$ cat src/rtl/wb_irq_ctrl_pkg.sv
// Shared constants and types for the wishbone interrupt controller.
package wb_irq_ctrl_pkg;

  localparam logic [1:0] REG_PENDING = 2'd0;
  localparam logic [1:0] REG_ENABLE  = 2'd1;
  localparam logic [1:0] REG_EDGE    = 2'd2;
  localparam logic [1:0] REG_CLAIM   = 2'd3;

  localparam int ID_W = 5;
  localparam logic [ID_W-1:0] CLAIM_NONE = '0;

  typedef enum logic {
    ST_IDLE = 1'b0,
    ST_ACK  = 1'b1
  } wb_state_t;

endpackage

$ cat src/rtl/wb_irq_ctrl_if.sv
// Wishbone slave bus bundle for the interrupt controller.
interface wb_irq_ctrl_if #(
  parameter int WB_ADDR_WIDTH = 32,
  parameter int WB_DATA_WIDTH = 32,
  parameter int WB_SEL_WIDTH  = 4
);
  logic [WB_ADDR_WIDTH-1:0] wb_addr_i;
  logic [WB_DATA_WIDTH-1:0] wb_data_i;
  logic                     wb_we_i;
  logic [WB_SEL_WIDTH-1:0]  wb_sel_i;
  logic                     wb_stb_i;
  logic                     wb_cyc_i;
  logic                     wb_ack_o;
  logic [WB_DATA_WIDTH-1:0] wb_data_o;

  modport master (
    output wb_addr_i, wb_data_i, wb_we_i, wb_sel_i, wb_stb_i, wb_cyc_i,
    input  wb_ack_o, wb_data_o
  );

  modport slave (
    input  wb_addr_i, wb_data_i, wb_we_i, wb_sel_i, wb_stb_i, wb_cyc_i,
    output wb_ack_o, wb_data_o
  );
endinterface

$ cat src/rtl/wb_irq_ctrl_prio_enc.sv
// Lowest-index-first priority encoder over the pending&enabled vector.
module irq_prio_enc
  import wb_irq_ctrl_pkg::*;
#(
  parameter int N_IRQ = 4
) (
  input  logic [N_IRQ-1:0] req,
  output logic             valid,
  output logic [ID_W-1:0]  id
);

  // Scan downward so the lowest set index is the last one written.
  always_comb begin
    valid = 1'b0;
    id    = '0;
    for (int i = N_IRQ - 1; i >= 0; i--) begin
      if (req[i]) begin
        valid = 1'b1;
        id    = ID_W'(i);
      end
    end
  end

endmodule

$ cat src/rtl/wb_irq_ctrl.sv
// Wishbone interrupt controller: pending/enable/edge registers, claim port, registered irq_o.
// state   | meaning
// ST_IDLE | waiting for a request; register side-effects happen on the leaving edge
// ST_ACK  | wb_ack_o high for one cycle, new requests masked
module wb_irq_ctrl
  import wb_irq_ctrl_pkg::*;
#(
  parameter int WB_DATA_WIDTH = 32,
  parameter int WB_ADDR_WIDTH = 32,
  parameter int WB_SEL_WIDTH  = 4,
  parameter int N_IRQ         = 4
) (
  input  logic             clk_i,
  input  logic             rst_i,
  wb_irq_ctrl_if.slave     wb,
  input  logic [N_IRQ-1:0] irq_i,
  output logic             irq_o
);

  wb_state_t state, state_nxt;
  logic req, wr_en, rd_en;
  logic [1:0] reg_idx;
  logic [N_IRQ-1:0] pending, enable, edge_sel, irq_q;
  logic [N_IRQ-1:0] pend_nxt, wmask, clr, rise;
  logic [WB_DATA_WIDTH-1:0] rd_val;
  logic prio_valid;
  logic [ID_W-1:0] prio_id, claim_id;
  logic unused_bits;

  assign unused_bits = ^{wb.wb_addr_i, wb.wb_data_i, wb.wb_sel_i};

  assign reg_idx = wb.wb_addr_i[3:2];
  assign req     = wb.wb_cyc_i & wb.wb_stb_i & ~wb.wb_ack_o;
  assign wr_en   = req & wb.wb_we_i;
  assign rd_en   = req & ~wb.wb_we_i;
  assign rise    = irq_i & ~irq_q;

  always_ff @(posedge clk_i) begin
    if (rst_i) state <= ST_IDLE;
    else       state <= state_nxt;
  end

  always_comb begin
    state_nxt = state;
    case (state)
      ST_IDLE: if (req) state_nxt = ST_ACK;
      ST_ACK:  state_nxt = ST_IDLE;
      default: state_nxt = ST_IDLE;
    endcase
  end

  always_comb begin
    wb.wb_ack_o = (state == ST_ACK);
  end

  irq_prio_enc #(.N_IRQ(N_IRQ)) u_prio (
    .req   (pending & enable),
    .valid (prio_valid),
    .id    (prio_id)
  );

  assign claim_id = prio_valid ? prio_id + ID_W'(1) : CLAIM_NONE;

  always_comb begin
    for (int i = 0; i < N_IRQ; i++) wmask[i] = wb.wb_sel_i[i / 8];
  end

  always_comb begin
    rd_val = '0;
    case (reg_idx)
      REG_PENDING: rd_val[N_IRQ-1:0] = pending;
      REG_ENABLE:  rd_val[N_IRQ-1:0] = enable;
      REG_EDGE:    rd_val[N_IRQ-1:0] = edge_sel;
      default:     rd_val[ID_W-1:0]  = claim_id;
    endcase
  end

  // A rising edge in the same cycle as a clear keeps the bit set.
  always_comb begin
    clr = '0;
    if (wr_en && reg_idx == REG_PENDING) clr = wb.wb_data_i[N_IRQ-1:0] & wmask;
    for (int i = 0; i < N_IRQ; i++) begin
      if (rd_en && reg_idx == REG_CLAIM && prio_valid && prio_id == ID_W'(i)) clr[i] = 1'b1;
    end
    for (int i = 0; i < N_IRQ; i++) begin
      pend_nxt[i] = edge_sel[i] ? (rise[i] | (pending[i] & ~clr[i])) : irq_i[i];
    end
  end

  always_ff @(posedge clk_i) begin
    if (rst_i) begin
      pending      <= '0;
      enable       <= '0;
      edge_sel     <= '0;
      irq_q        <= '0;
      irq_o        <= 1'b0;
      wb.wb_data_o <= '0;
    end else begin
      irq_q   <= irq_i;
      irq_o   <= |(pending & enable);
      pending <= pend_nxt;
      if (req) wb.wb_data_o <= rd_val;
      if (wr_en && reg_idx == REG_ENABLE)
        enable <= (enable & ~wmask) | (wb.wb_data_i[N_IRQ-1:0] & wmask);
      if (wr_en && reg_idx == REG_EDGE)
        edge_sel <= (edge_sel & ~wmask) | (wb.wb_data_i[N_IRQ-1:0] & wmask);
    end
  end

endmodule

$ cat src/flat_wrapper.sv
// flat-port wrapper written by rule: the top's interface ports become plain ports
module wb_irq_ctrl_flat import wb_irq_ctrl_pkg::*;
#(
  parameter int WB_DATA_WIDTH = 32,
  parameter int WB_ADDR_WIDTH = 32,
  parameter int WB_SEL_WIDTH  = 4,
  parameter int N_IRQ         = 4
)
  (clk_i, rst_i, irq_i, irq_o, wb_wb_addr_i, wb_wb_data_i, wb_wb_we_i, wb_wb_sel_i, wb_wb_stb_i, wb_wb_cyc_i, wb_wb_ack_o, wb_wb_data_o);
  wb_irq_ctrl_if #(.WB_ADDR_WIDTH(WB_ADDR_WIDTH), .WB_DATA_WIDTH(WB_DATA_WIDTH), .WB_SEL_WIDTH(WB_SEL_WIDTH)) wb_i ();
  input  logic clk_i;
  input  logic rst_i;
  input  logic [N_IRQ-1:0] irq_i;
  output logic irq_o;
  input wire logic [$bits(wb_i.wb_addr_i)-1:0] wb_wb_addr_i;
  input wire logic [$bits(wb_i.wb_data_i)-1:0] wb_wb_data_i;
  input wire logic [$bits(wb_i.wb_we_i)-1:0] wb_wb_we_i;
  input wire logic [$bits(wb_i.wb_sel_i)-1:0] wb_wb_sel_i;
  input wire logic [$bits(wb_i.wb_stb_i)-1:0] wb_wb_stb_i;
  input wire logic [$bits(wb_i.wb_cyc_i)-1:0] wb_wb_cyc_i;
  output wire logic [$bits(wb_i.wb_ack_o)-1:0] wb_wb_ack_o;
  output wire logic [$bits(wb_i.wb_data_o)-1:0] wb_wb_data_o;
  assign wb_i.wb_addr_i = wb_wb_addr_i;
  assign wb_i.wb_data_i = wb_wb_data_i;
  assign wb_i.wb_we_i = wb_wb_we_i;
  assign wb_i.wb_sel_i = wb_wb_sel_i;
  assign wb_i.wb_stb_i = wb_wb_stb_i;
  assign wb_i.wb_cyc_i = wb_wb_cyc_i;
  assign wb_wb_ack_o = wb_i.wb_ack_o;
  assign wb_wb_data_o = wb_i.wb_data_o;
  wb_irq_ctrl #(.WB_DATA_WIDTH(WB_DATA_WIDTH), .WB_ADDR_WIDTH(WB_ADDR_WIDTH), .WB_SEL_WIDTH(WB_SEL_WIDTH), .N_IRQ(N_IRQ)) u_core (.clk_i(clk_i), .rst_i(rst_i), .wb(wb_i), .irq_i(irq_i), .irq_o(irq_o));
endmodule
$ cat config.mk
export PLATFORM = sky130hd
export DESIGN_NAME = wb_irq_ctrl_flat
export DESIGN_NICKNAME = d
export VERILOG_FILES = /design/src/rtl/wb_irq_ctrl_pkg.sv /design/src/rtl/wb_irq_ctrl_if.sv /design/src/rtl/wb_irq_ctrl_prio_enc.sv /design/src/rtl/wb_irq_ctrl.sv /design/src/flat_wrapper.sv
export SDC_FILE = /design/constraint.sdc
export NUM_CORES = 1
export LEC_CHECK = 0
export BUFFER_PORTS_ARGS = -buffer_cell sky130_fd_sc_hd__buf_2
export CORE_AREA = 2 2 58 60
export CTS_BUF_LIST = sky130_fd_sc_hd__clkbuf_4 sky130_fd_sc_hd__clkbuf_8
export DETAILED_ROUTE_END_ITERATION = 7
export DIE_AREA = 0 0 60 62
export PLACE_DENSITY = 0.84
export SYNTH_ARGS = -nofsm -noshare
export SYNTH_HDL_FRONTEND = slang
export SYNTH_SLANG_ARGS = --single-unit
$ cat constraint.sdc
create_clock -name clk_i -period 4.04 [get_ports clk_i]
set_input_delay 0.404 -clock clk_i [delete_from_list [all_inputs] [get_ports clk_i]]
set_output_delay 0.404 -clock clk_i [all_outputs]
set_load 0.01 [all_outputs]
Yosys cells after proc, flatten, opt, wreduce, memory -nomap -nowiden

Index checks and enable logic that the tools add are counted.

Add/sub/neg operators: 1
Equality and inequality tests: 6
Multiplexer cells: 22
Bitwise operators: 27
Reduce and logical (&&, ||, !) cells: 13

Operator list:

| operator                                                              | count |
|---|---|
| 4-bit AND                                                             | 5 |
| 5-bit two-way mux                                                     | 4 |
| 1-bit two-way mux                                                     | 14 |
| 4-bit case mux with 3 select lines                                    | 1 |
| 5-bit by 2-bit equality test with 1-bit output, second input constant | 2 |
| 1-bit logical AND                                                     | 9 |
| 1-bit AND                                                             | 8 |
| 4-bit inverter                                                        | 2 |
| 4-bit bitwise OR                                                      | 2 |
| 1-bit inverter                                                        | 6 |
| 5-bit by 1-bit adder with 5-bit output, second input constant         | 1 |
| 5-bit by 1-bit equality test with 1-bit output, second input constant | 1 |
| 5-bit zero test                                                       | 1 |
| 2-bit equality test, second input constant                            | 2 |
| 4-bit two-way mux                                                     | 1 |
| 1-bit bitwise OR                                                      | 4 |
| 4-bit OR reduction                                                    | 1 |
| 3-bit OR reduction                                                    | 1 |
| 2-bit by 1-bit equality test with 1-bit output, second input constant | 1 |
| 2-bit zero test                                                       | 1 |
| 2-bit two-way mux                                                     | 1 |
| 1-bit case mux with 2 select lines                                    | 1 |

Flip-flop bits (word level): 23
Input bits: 77

Depth between registers and ports, before layout

Gate-level depths: netlist of the first run.

Depth after elaboration: 12
Depth in mapped cells: 5
Depth with buffers taken out: 4

By module

Synthesis of the first run repeated with hierarchy kept, for this count alone.

Cells, all modules: 175
Area total of the unflattened synthesis: 1,478.9 sq um

Modules (own cells, without submodules):

| module       | instances | cells each | area each (sq um) |
|---|---|---|---|
| wb_irq_ctrl  | 1         | 164        | 1,417.6 |
| irq_prio_enc | 1         | 11         | 61.3 |

Worst setup path after synthesis of the first run

Ideal clock, no wire load.

Kind: input-to-reg
Start point: input wb_wb_addr_i[3]
End point: register u_core.pending[2]
Setup time: 0.117 ns
Arrival: 1.249 ns
Data required time: 3.923 ns
Path slack: 2.674 ns
Stages: 4
Buffers on the path: 1
Path through: buf_4 -> nor4_2 -> nand2_1 -> a32o_1

Longest elaborated chain between the ends: 9

RTL lines:

| element                         | RTL line           | RTL |
|---|---|---|
| from (decl)                     | flat_wrapper.sv:15 | `input wire logic [$bits(wb_i.wb_addr_i)-1:0] wb_wb_addr_i;` |
| 2-bit equality test             | wb_irq_ctrl.sv:83  | `if (rd_en && reg_idx == REG_CLAIM && prio_valid && prio_id == ID_W'(i)) clr[i] = 1'b1;` |
| 1-bit logical AND (3 in series) | wb_irq_ctrl.sv:83  |  |
| 1-bit two-way mux (*)           | wb_irq_ctrl.sv:83  |  |
| 1-bit inverter (*)              | wb_irq_ctrl.sv:86  | `pend_nxt[i] = edge_sel[i] ? (rise[i] \| (pending[i] & ~clr[i])) : irq_i[i];` |
| 1-bit AND (*)                   | wb_irq_ctrl.sv:86  |  |
| 1-bit bitwise OR (*)            | wb_irq_ctrl.sv:86  |  |
| 1-bit two-way mux (*)           | wb_irq_ctrl.sv:86  |  |
| to (signal assigned)            | wb_irq_ctrl.sv:101 | `pending <= pend_nxt;` |
| to (decl)                       | wb_irq_ctrl.sv:23  | `logic [N_IRQ-1:0] pending, enable, edge_sel, irq_q;` |

Every way passes the cells marked *; elsewhere a longest branch is shown, timed or not.
A chain may end at the register's enable or synchronous reset.

Worst setup path after layout of the first run

Start point: register u_core.state, in the netlist u_core.wb.wb_ack_o
End point: register u_core.pending[2]

Longest elaborated chain between the ends: 11

RTL lines:

| element                         | RTL line          | RTL |
|---|---|---|
| from (decl)                     | wb_irq_ctrl.sv:20 | `wb_state_t state, state_nxt;` |
| from (signal assigned)          | wb_irq_ctrl.sv:40 | `else state <= state_nxt;` |
| 1-bit inverter (*)              | wb_irq_ctrl.sv:33 | `assign req = wb.wb_cyc_i & wb.wb_stb_i & ~wb.wb_ack_o;` |
| 1-bit AND (*)                   | wb_irq_ctrl.sv:33 |  |
| 1-bit AND                       | wb_irq_ctrl.sv:35 | `assign rd_en = req & ~wb.wb_we_i;` |
| 1-bit logical AND (3 in series) | wb_irq_ctrl.sv:83 |  |
| 1-bit two-way mux (*)           | wb_irq_ctrl.sv:83 |  |
| 1-bit inverter (*)              | wb_irq_ctrl.sv:86 |  |
| 1-bit AND (*)                   | wb_irq_ctrl.sv:86 |  |
| 1-bit bitwise OR (*)            | wb_irq_ctrl.sv:86 |  |
| 1-bit two-way mux (*)           | wb_irq_ctrl.sv:86 |  |

Marked as above.

==> results of run 1 <==
## per-stage QoR
stage | cells | power, µW | hold WS (ns)
floorplan | 166 | 291 | 0.456
global placement | 201 | 285 | 0.444
detailed placement | 201 | 285 | 0.448
CTS | 205 | 404 | 0.347
global route | 205 | 423 | 0.330
finish | 205 | 399 | 0.354
## final cells by class
cell class                      instances  area (µm²)
Sequential cell                        22         440
Clock buffer                            4        36.3
Fill cell                             349        1870
Inverter                                1        8.76
Multi-Input combinational cell        111         663
Tap cell                               46        57.6
Timing Repair Buffer                   21         105
## logic make-up (layout without fill, tap and decap cells)
kind of cell | count (synthesis) | in the layout
multiplexers | 11 | 11
AO/OA/AOI/OAI | 21 | 21
AND/OR/NAND/NOR | 51 | 51
buffers and inverters | 33 | 26
flip-flops | 22 | 22
other | 1 | 28
## placed cells by master, fill, tap and decap left out, drive strengths merged
cell type | Yosys | routed
a311o | 1 | 1
and3b | 1 | 1
a21oi | 3 | 3
conb | 1 | 28
a22oi | 1 | 1
clkbuf | 1 | 4
a31oi | 3 | 3
and2 | 1 | 1
nor3 | 2 | 2
inv | 1 | 1
nor2 | 15 | 15
mux2i | 10 | 10
nand3 | 2 | 2
and4 | 1 | 1
a211oi | 5 | 5
a22o | 4 | 4
dfxtp | 22 | 22
o21ai | 1 | 1
nand2 | 20 | 20
nand2b | 1 | 1
nor4 | 2 | 2
o221a | 1 | 1
nor2b | 4 | 4
o221ai | 1 | 1
nand3b | 2 | 2
a32o | 1 | 1
buf | 31 | 21
mux2 | 1 | 1
## synth_stat cells (all sizes together), types with 2 or more instances
cell	n
a22o	4
nor4	2
a211oi	5
a31oi	3
nand3	2
buf	31
mux2i	10
dfxtp	22
nor2	15
nor3	2
a21oi	3
nor2b	4
nand3b	2
nand2	20
## routing by layer
metal	up-vias	routed length [µm]	GRT usage, %
met2	39	979	19.6
met4	0	13	2.86
met3	2	169	4.35
met1	410	1020	14.4
li1	471	-	-
met5	-	0	0
## path summary, 6_finish.rpt
check                           depth (start not counted)                     end
worst max register to register                          4       u_core.pending[2]
worst min-delay path                                    2         u_core.irq_q[3]
worst max-delay path                                    4       u_core.pending[2]
worst min register to register                          2  u_core.wb.wb_data_o[1]
## where the power goes
group | leakage, µW | total (µW) | internal [µW] | switching, µW
registers | 0.000180 | 229 | 224 | 4.37
clock network | 0.0000210 | 118 | 55.0 | 63.4
logic | 0.000346 | 52.5 | 17.2 | 35.3
## worst reg2reg max path, stage by stage (launching register included)
cell,delay [ns]
dfxtp_1,0.33
nand3b_4,0.23
nor4_2,0.51
nand2_1,0.10
a32o_1,0.27
==> out/metrics.yaml, run 1 <==
grt:
  overflow: 0
  antenna_found_initial: 0
  grt_usage_pct: 11.7
  grt_pass1_wl_um: 3160
  grt_max_degree: 23
  grt_pass1_vias: 720
synth:
  synth.cell_area_um2: 1250
  synth.distinct_cells: 33
  muxShareOfSynthArea_pct: 8.93
  syn_inst: 139
  synth_compound_area_share_pct: 12.7
  synth_largest_area_cell: "dfxtp_1"
  ys_top_cells_by_area: "dfxtp_1 35%, buf_4 17%, mux2i_1 8.0%, nand2_1 6.0%, nor2_1 4.5%"
  ys_ff_latch: 22
  syn_avg_cell_area_um2: 8.97
  dominantRegCellSynth: "dfxtp_1"
  synth_top_family_by_area: "simple AND/OR/NAND/NOR gates"
  yosys_warnings: 0
  synthArstFlopShare_pct: 0
  synthXorXnorAreaFrac_pct: 0
  synthSimpleGateAreaFrac_pct: 23.1
  synth_edf_count: 0
  synth.top_cell.area_share_pct: 35.3
  synth_fa_ha_area_share_pct: 0
  yosysSeqAreaShare_pct: 35.3
sta:
  fin_tns_setup_ns: 0
  fin_skew_ns: 0.00525
  tightestPinTransition_ns: 0.528
  finalHoldViolations: 0
  slew_headroom_pct: 64.5
  max_freq_ghz: 0.651
  layout_setup_ws_ns: 2.50
  min_period_ns: 1.54
  rsz0062_at_grt: "no"
  fin_crit_sh_pct: 38.0
  setup_viol: 0
  maxSlewViolCount: 0
place:
  routabilityCongestion: 0.901
  portBuffers: 21
  place_area_um2: 1270
  dpl.hpwl_um: 1610
  place_ws_ns: 2.39
setup_path:
  cpLargestDelayFamily: "simple AND/OR/NAND/NOR gates"
  required_ns: 4.25
  cp-end-kind: "flop"
  worstPathMaxFanout: 9
  rrSetupSlack_ns: 2.50
  crit_buf_inv: 0
  critical_path_class: "flop to flop"
  startpoint_type: "flop"
  setup.worst_path.start: "u_core.wb.wb_ack_o"
  arrival_ns: 1.74
  cp_slowest_cell: "nor4_2"
  r2r_start: "u_core.wb.wb_ack_o"
  cpPeakStageDelay_ns: 0.50
  crit_chain: "nand3b_4 -> nor4_2 -> nand2_1 -> a32o_1"
pwr:
  leakage_uw: 0.000547
  ir_drop_mv: 0.209
  pwr_density_cell_nw_per_um2: 305
floorplanning:
  die-area_um2: 3720
  ios: 111
  die_h_um: 62
  rows: 21
  die_x_um: 60
  start_util_pct: 39.2
  core_area_um2: 3180
min_path:
  hp-class: "input port to flop"
  holdCritStartpoint: "irq_i[3]"
flow_run:
  drv_cap: 0
final_layout:
  diodes: 0
  fin_area_um2: 1310
  syn_to_final_growth_pct: 5.12
  drive_gt1_share_pct: 22.0
  postLayoutCoreUtil_pct: 41.2
  final_nets: 237
detailed_routing:
  wl_per_cell_um: 10.6
  drc_errors: 0
  drtIter0Drc: 25
  num_vias: 922
  drtPass1Iterations: 4
  via_per_inst: 4.50
  ant_nets: 0
  totalWireLength_um: 2180
status:
  outcome: "finished, final reports clean"
clock_network:
  cts_tree: "built"
  clk_transition_reported_paths_ns: 0.12
  root_buffer: "clkbuf_4"
  ctsResizeCount: 0
  clock-sinks: 22
  holdBufCountCts: 0
  clock_latency_ns: 0.31
  cts_htree_levels: 1
  clockBufferDepth: 2
  cts_buffers: 3
  post_cts_buffers: 0
Note: power is estimated with default switching activity, not from simulation.
==> inputs of run 2 (changes only) <==
--- a/config.mk
+++ b/config.mk
@@ -5,12 +5,13 @@
 export SDC_FILE = /design/constraint.sdc
 export NUM_CORES = 1
 export LEC_CHECK = 0
+export ABC_AREA = 1
 export BUFFER_PORTS_ARGS = -buffer_cell sky130_fd_sc_hd__buf_2
-export CORE_AREA = 2 2 58 60
+export CORE_AREA = 2 2 64 66
 export CTS_BUF_LIST = sky130_fd_sc_hd__clkbuf_4 sky130_fd_sc_hd__clkbuf_8
 export DETAILED_ROUTE_END_ITERATION = 7
-export DIE_AREA = 0 0 60 62
-export PLACE_DENSITY = 0.84
+export DIE_AREA = 0 0 66 68
+export PLACE_DENSITY = 0.74
 export SYNTH_ARGS = -nofsm -noshare
 export SYNTH_HDL_FRONTEND = slang
 export SYNTH_SLANG_ARGS = --single-unit
==> constraint.sdc (replaced) <==
create_clock -name clk_i -period 1.3 [get_ports clk_i]
set_input_delay 0.13 -clock clk_i [delete_from_list [all_inputs] [get_ports clk_i]]
set_output_delay 0.13 -clock clk_i [all_outputs]
set_load 0.01 [all_outputs]
==> out/metrics.yaml, run 2 <==
status:
  outcome: "finished, final reports clean"
setup_path:
  required_ns: 1.46  # -2.79 ns
  worstPathMaxFanout: 5  # -4
  startpoint_type: "flop"
  critical_path_class: "flop to flop"
  cp_slowest_cell: "dfxtp_1"
  setup.worst_path.start: "u_core.wb.wb_ack_o"
  worst-r2r-cell-count: 6  # +2
  cp-end-kind: "flop"
  crit_chain: "nor2_4 -> nand2_2 -> nor2_4 -> inv_1 -> nor2_1 -> nor2_1"
  cpPeakStageDelay_ns: 0.33  # -0.17 ns
  arrival_ns: 1.32  # -0.42 ns
  r2r_start: "u_core.wb.wb_ack_o"
place:
  dp.cells: 277  # +38%
  dpl.hpwl_um: 2040  # +26%
  portBuffers: 21  # unchanged
  routabilityCongestion: 0.884  # -2.0%
grt:
  met2_usage_pct: 20.6  # +1.0 points
  grt_busiest_layer: "met2"
  grt_usage_pct: 12.4  # +0.66 points
  grt_pass1_vias: 997  # +38%
  overflow: 0  # unchanged
  grt_pass1_wl_um: 4240  # +34%
  grt_util_met3_pct: 3.45  # -0.89 points
  grt_util_met1_pct: 15.3  # +0.96 points
  grt_max_degree: 13  # -43%
  antenna_found_initial: 0  # unchanged
min_path:
  holdCritStartpoint: "irq_i[0]"
  hp-class: "input port to flop"
  hold_depth: 3  # +1
final_layout:
  mostFrequentLayoutCell: "nand2_1"
  fillCellCount: 439  # +26%
  diodes: 0  # unchanged
  drive_gt1_share_pct: 15.6  # -6.4 points
  final-seq-area_um2: 440  # unchanged
  final_nets: 309  # +30%
  multi_input_area_um2: 664  # +0.19%
  final_cells: 281  # +37%
  syn_to_final_growth_pct: 10.5
  final_cell_mix: "73 x nand2_1, 30 x nor2_1, 28 x conb_1"
synth:
  synth_fa_ha_area_share_pct: 0  # unchanged
  synth_compound_area_share_pct: 3.87  # -8.9 points
  yosys-top-cells-count: "73 x nand2_1, 30 x nor2_1, 28 x buf_4, 22 x dfxtp_1, 17 x inv_1"
  muxShareOfSynthArea_pct: 0  # -8.9 points
  yosysMostFrequentCell: "nand2_1"
  syn_inst: 205  # +47%
  synth.cell_area_um2: 1290  # +3.7%
  synth_edf_count: 0  # unchanged
  synth_top_family_by_area: "simple AND/OR/NAND/NOR gates"
  ys_ff_latch: 22  # unchanged
  yosysSeqAreaShare_pct: 34.0  # -1.3 points
  synth.top_cell.area_share_pct: 34.0  # -1.3 points
  syn_avg_cell_area_um2: 6.31  # -30%
  synthSimpleGateAreaFrac_pct: 39.4  # +16 points
  ys_top_cells_by_area: "dfxtp_1 34%, nand2_1 21%, buf_4 16%, nor2_1 8.7%, nand3_1 5.0%"
  synthXorXnorAreaFrac_pct: 0  # unchanged
  synth_largest_area_cell: "dfxtp_1"
  yosys_warnings: 0  # unchanged
  synthArstFlopShare_pct: 0  # unchanged
  dominantRegCellSynth: "dfxtp_1"
  synth.distinct_cells: 18  # -45%
detailed_routing:
  totalWireLength_um: 2540  # +17%
  drtIter0Drc: 19  # -24%
  num_vias: 1151  # +25%
  drc_errors: 0  # unchanged
  via_per_inst: 4.10  # -8.9%
  ant_nets: 0  # unchanged
  drtPass1Iterations: 4  # unchanged
  wl_per_cell_um: 9.03  # -15%
pwr:
  pwr_density_cell_nw_per_um2: 948  # +210%
  power_frac_comb_pct: 11.8  # -1.4 points
  ir_drop_mv: 0.543  # +160%
  power_switching_uw: 344  # +230%
  power.total_uw: 1360  # +240%
  p_int_uw: 1010  # +240%
  pwr-share-clk_pct: 36.2  # +6.6 points
  seq_power_share_pct: 52.0  # -5.2 points
  leakage_uw: 0.000767  # +40%
  switching_share_pct: 25.3  # -0.46 points
sta:
  max_freq_ghz: 0.867  # +33%
  rsz0062_at_grt: "no"
  maxSlewViolCount: 0  # unchanged
  fin_skew_ns: 0.00167  # -0.00358 ns
  fin_crit_sh_pct: 88.8  # +51 points
  whs_ns: 0.0752  # -0.279 ns
  min_period_ns: 1.15  # -0.383 ns
  fin_tns_setup_ns: 0  # unchanged
  setup_viol: 0  # unchanged
  finalHoldViolations: 0  # unchanged
floorplanning:
  die_h_um: 68  # +9.7%
  core_area_um2: 3860  # +21%
  start_util_pct: 33.5  # -5.7 points
  ios: 111  # unchanged
  rows: 23  # +9.5%
  die_x_um: 66  # +10%
  die-area_um2: 4490  # +21%
clock_network:
  clk_transition_reported_paths_ns: 0.08  # -0.04 ns
  clock_latency_ns: 0.26  # -0.05 ns
  clock-sinks: 22  # unchanged
  post_cts_buffers: 0  # unchanged
  root_buffer: "clkbuf_8"
  clockBufferDepth: 2  # unchanged
  cts_htree_levels: 1  # unchanged
  holdBufCountCts: 0  # unchanged
  cts_buffers: 3  # unchanged
  cts_tree: "built"
  ctsResizeCount: 0  # unchanged
flow_run:
  drv_cap: 0  # unchanged
[run 2: cell types whose count changed in the layout (fill, tap and decap cells not counted), sizes merged, moves of 3 or more]
cell / delta
nand2: +54
nor2: +18
inv: +17
nand3: +12
mux2i: -10
a211oi: -5
a22o: -4
buf: +4
nor2b: -4
o21ai: +4
a31oi: -3
[run 2: area by class of cell]
class | count | share of cell area, %
flip-flops and latches | 22 | 30.8
clock buffers | 4 | 3.85
repair buffers | 25 | 9.45
multi-input cells | 161 | 46.5
inverters | 19 | 5.07
well taps | 50 | 4.37
[run 2: worst paths after layout]
kind	slack, ns	end
max reg2reg	0.15	flop
max	0.15	flop
min reg2reg	0.47	u_core.pending[2]
min	0.08	u_core.irq_q[0]
[run 2: critical path: cells and delay by family, from the launching register on]
family	cells	cell delay [ns]
flip-flops	1	0.33
buffers and inverters	1	0.11
AND/OR/NAND/NOR	5	0.59
[run 2: cells by family (layout without fill, tap and decap cells)]
| group | Yosys count | count (layout) |
|---|---|---|
| compound gates | 10 | 10 |
| buf+inv | 49 | 48 |
| flops | 22 | 22 |
| other cells | 1 | 28 |
| simple gates | 123 | 123 |
[run 2: per-layer routing]
metal,vias up,wire length [µm]
met4,0,34
met3,5,175
li1,618,-
met5,-,0
met1,488,1240
met2,40,1090
[run 2: per-stage QoR]
step           utilization (%)  instance area (µm²)  setup slack (ns)
6_report                  37.1                 1430             0.146
3_3_place_gp              35.7                 1380             0.189
2_1_floorplan                -                 1400             0.220
5_1_grt                   37.1                 1430            0.0267
3_5_place_dp              35.7                 1380             0.168
4_1_cts                   37.1                 1430             0.158
[run 2: power groups by stage]
stage / Sequential [µW] / Clock (µW) / Combinational, µW
floorplan: 720 / 0 / 161
global placement: 720 / 0 / 158
detailed placement: 721 / 0 / 159
CTS: 705 / 506 / 160
global route: 708 / 536 / 185
finish: 705 / 490 / 160
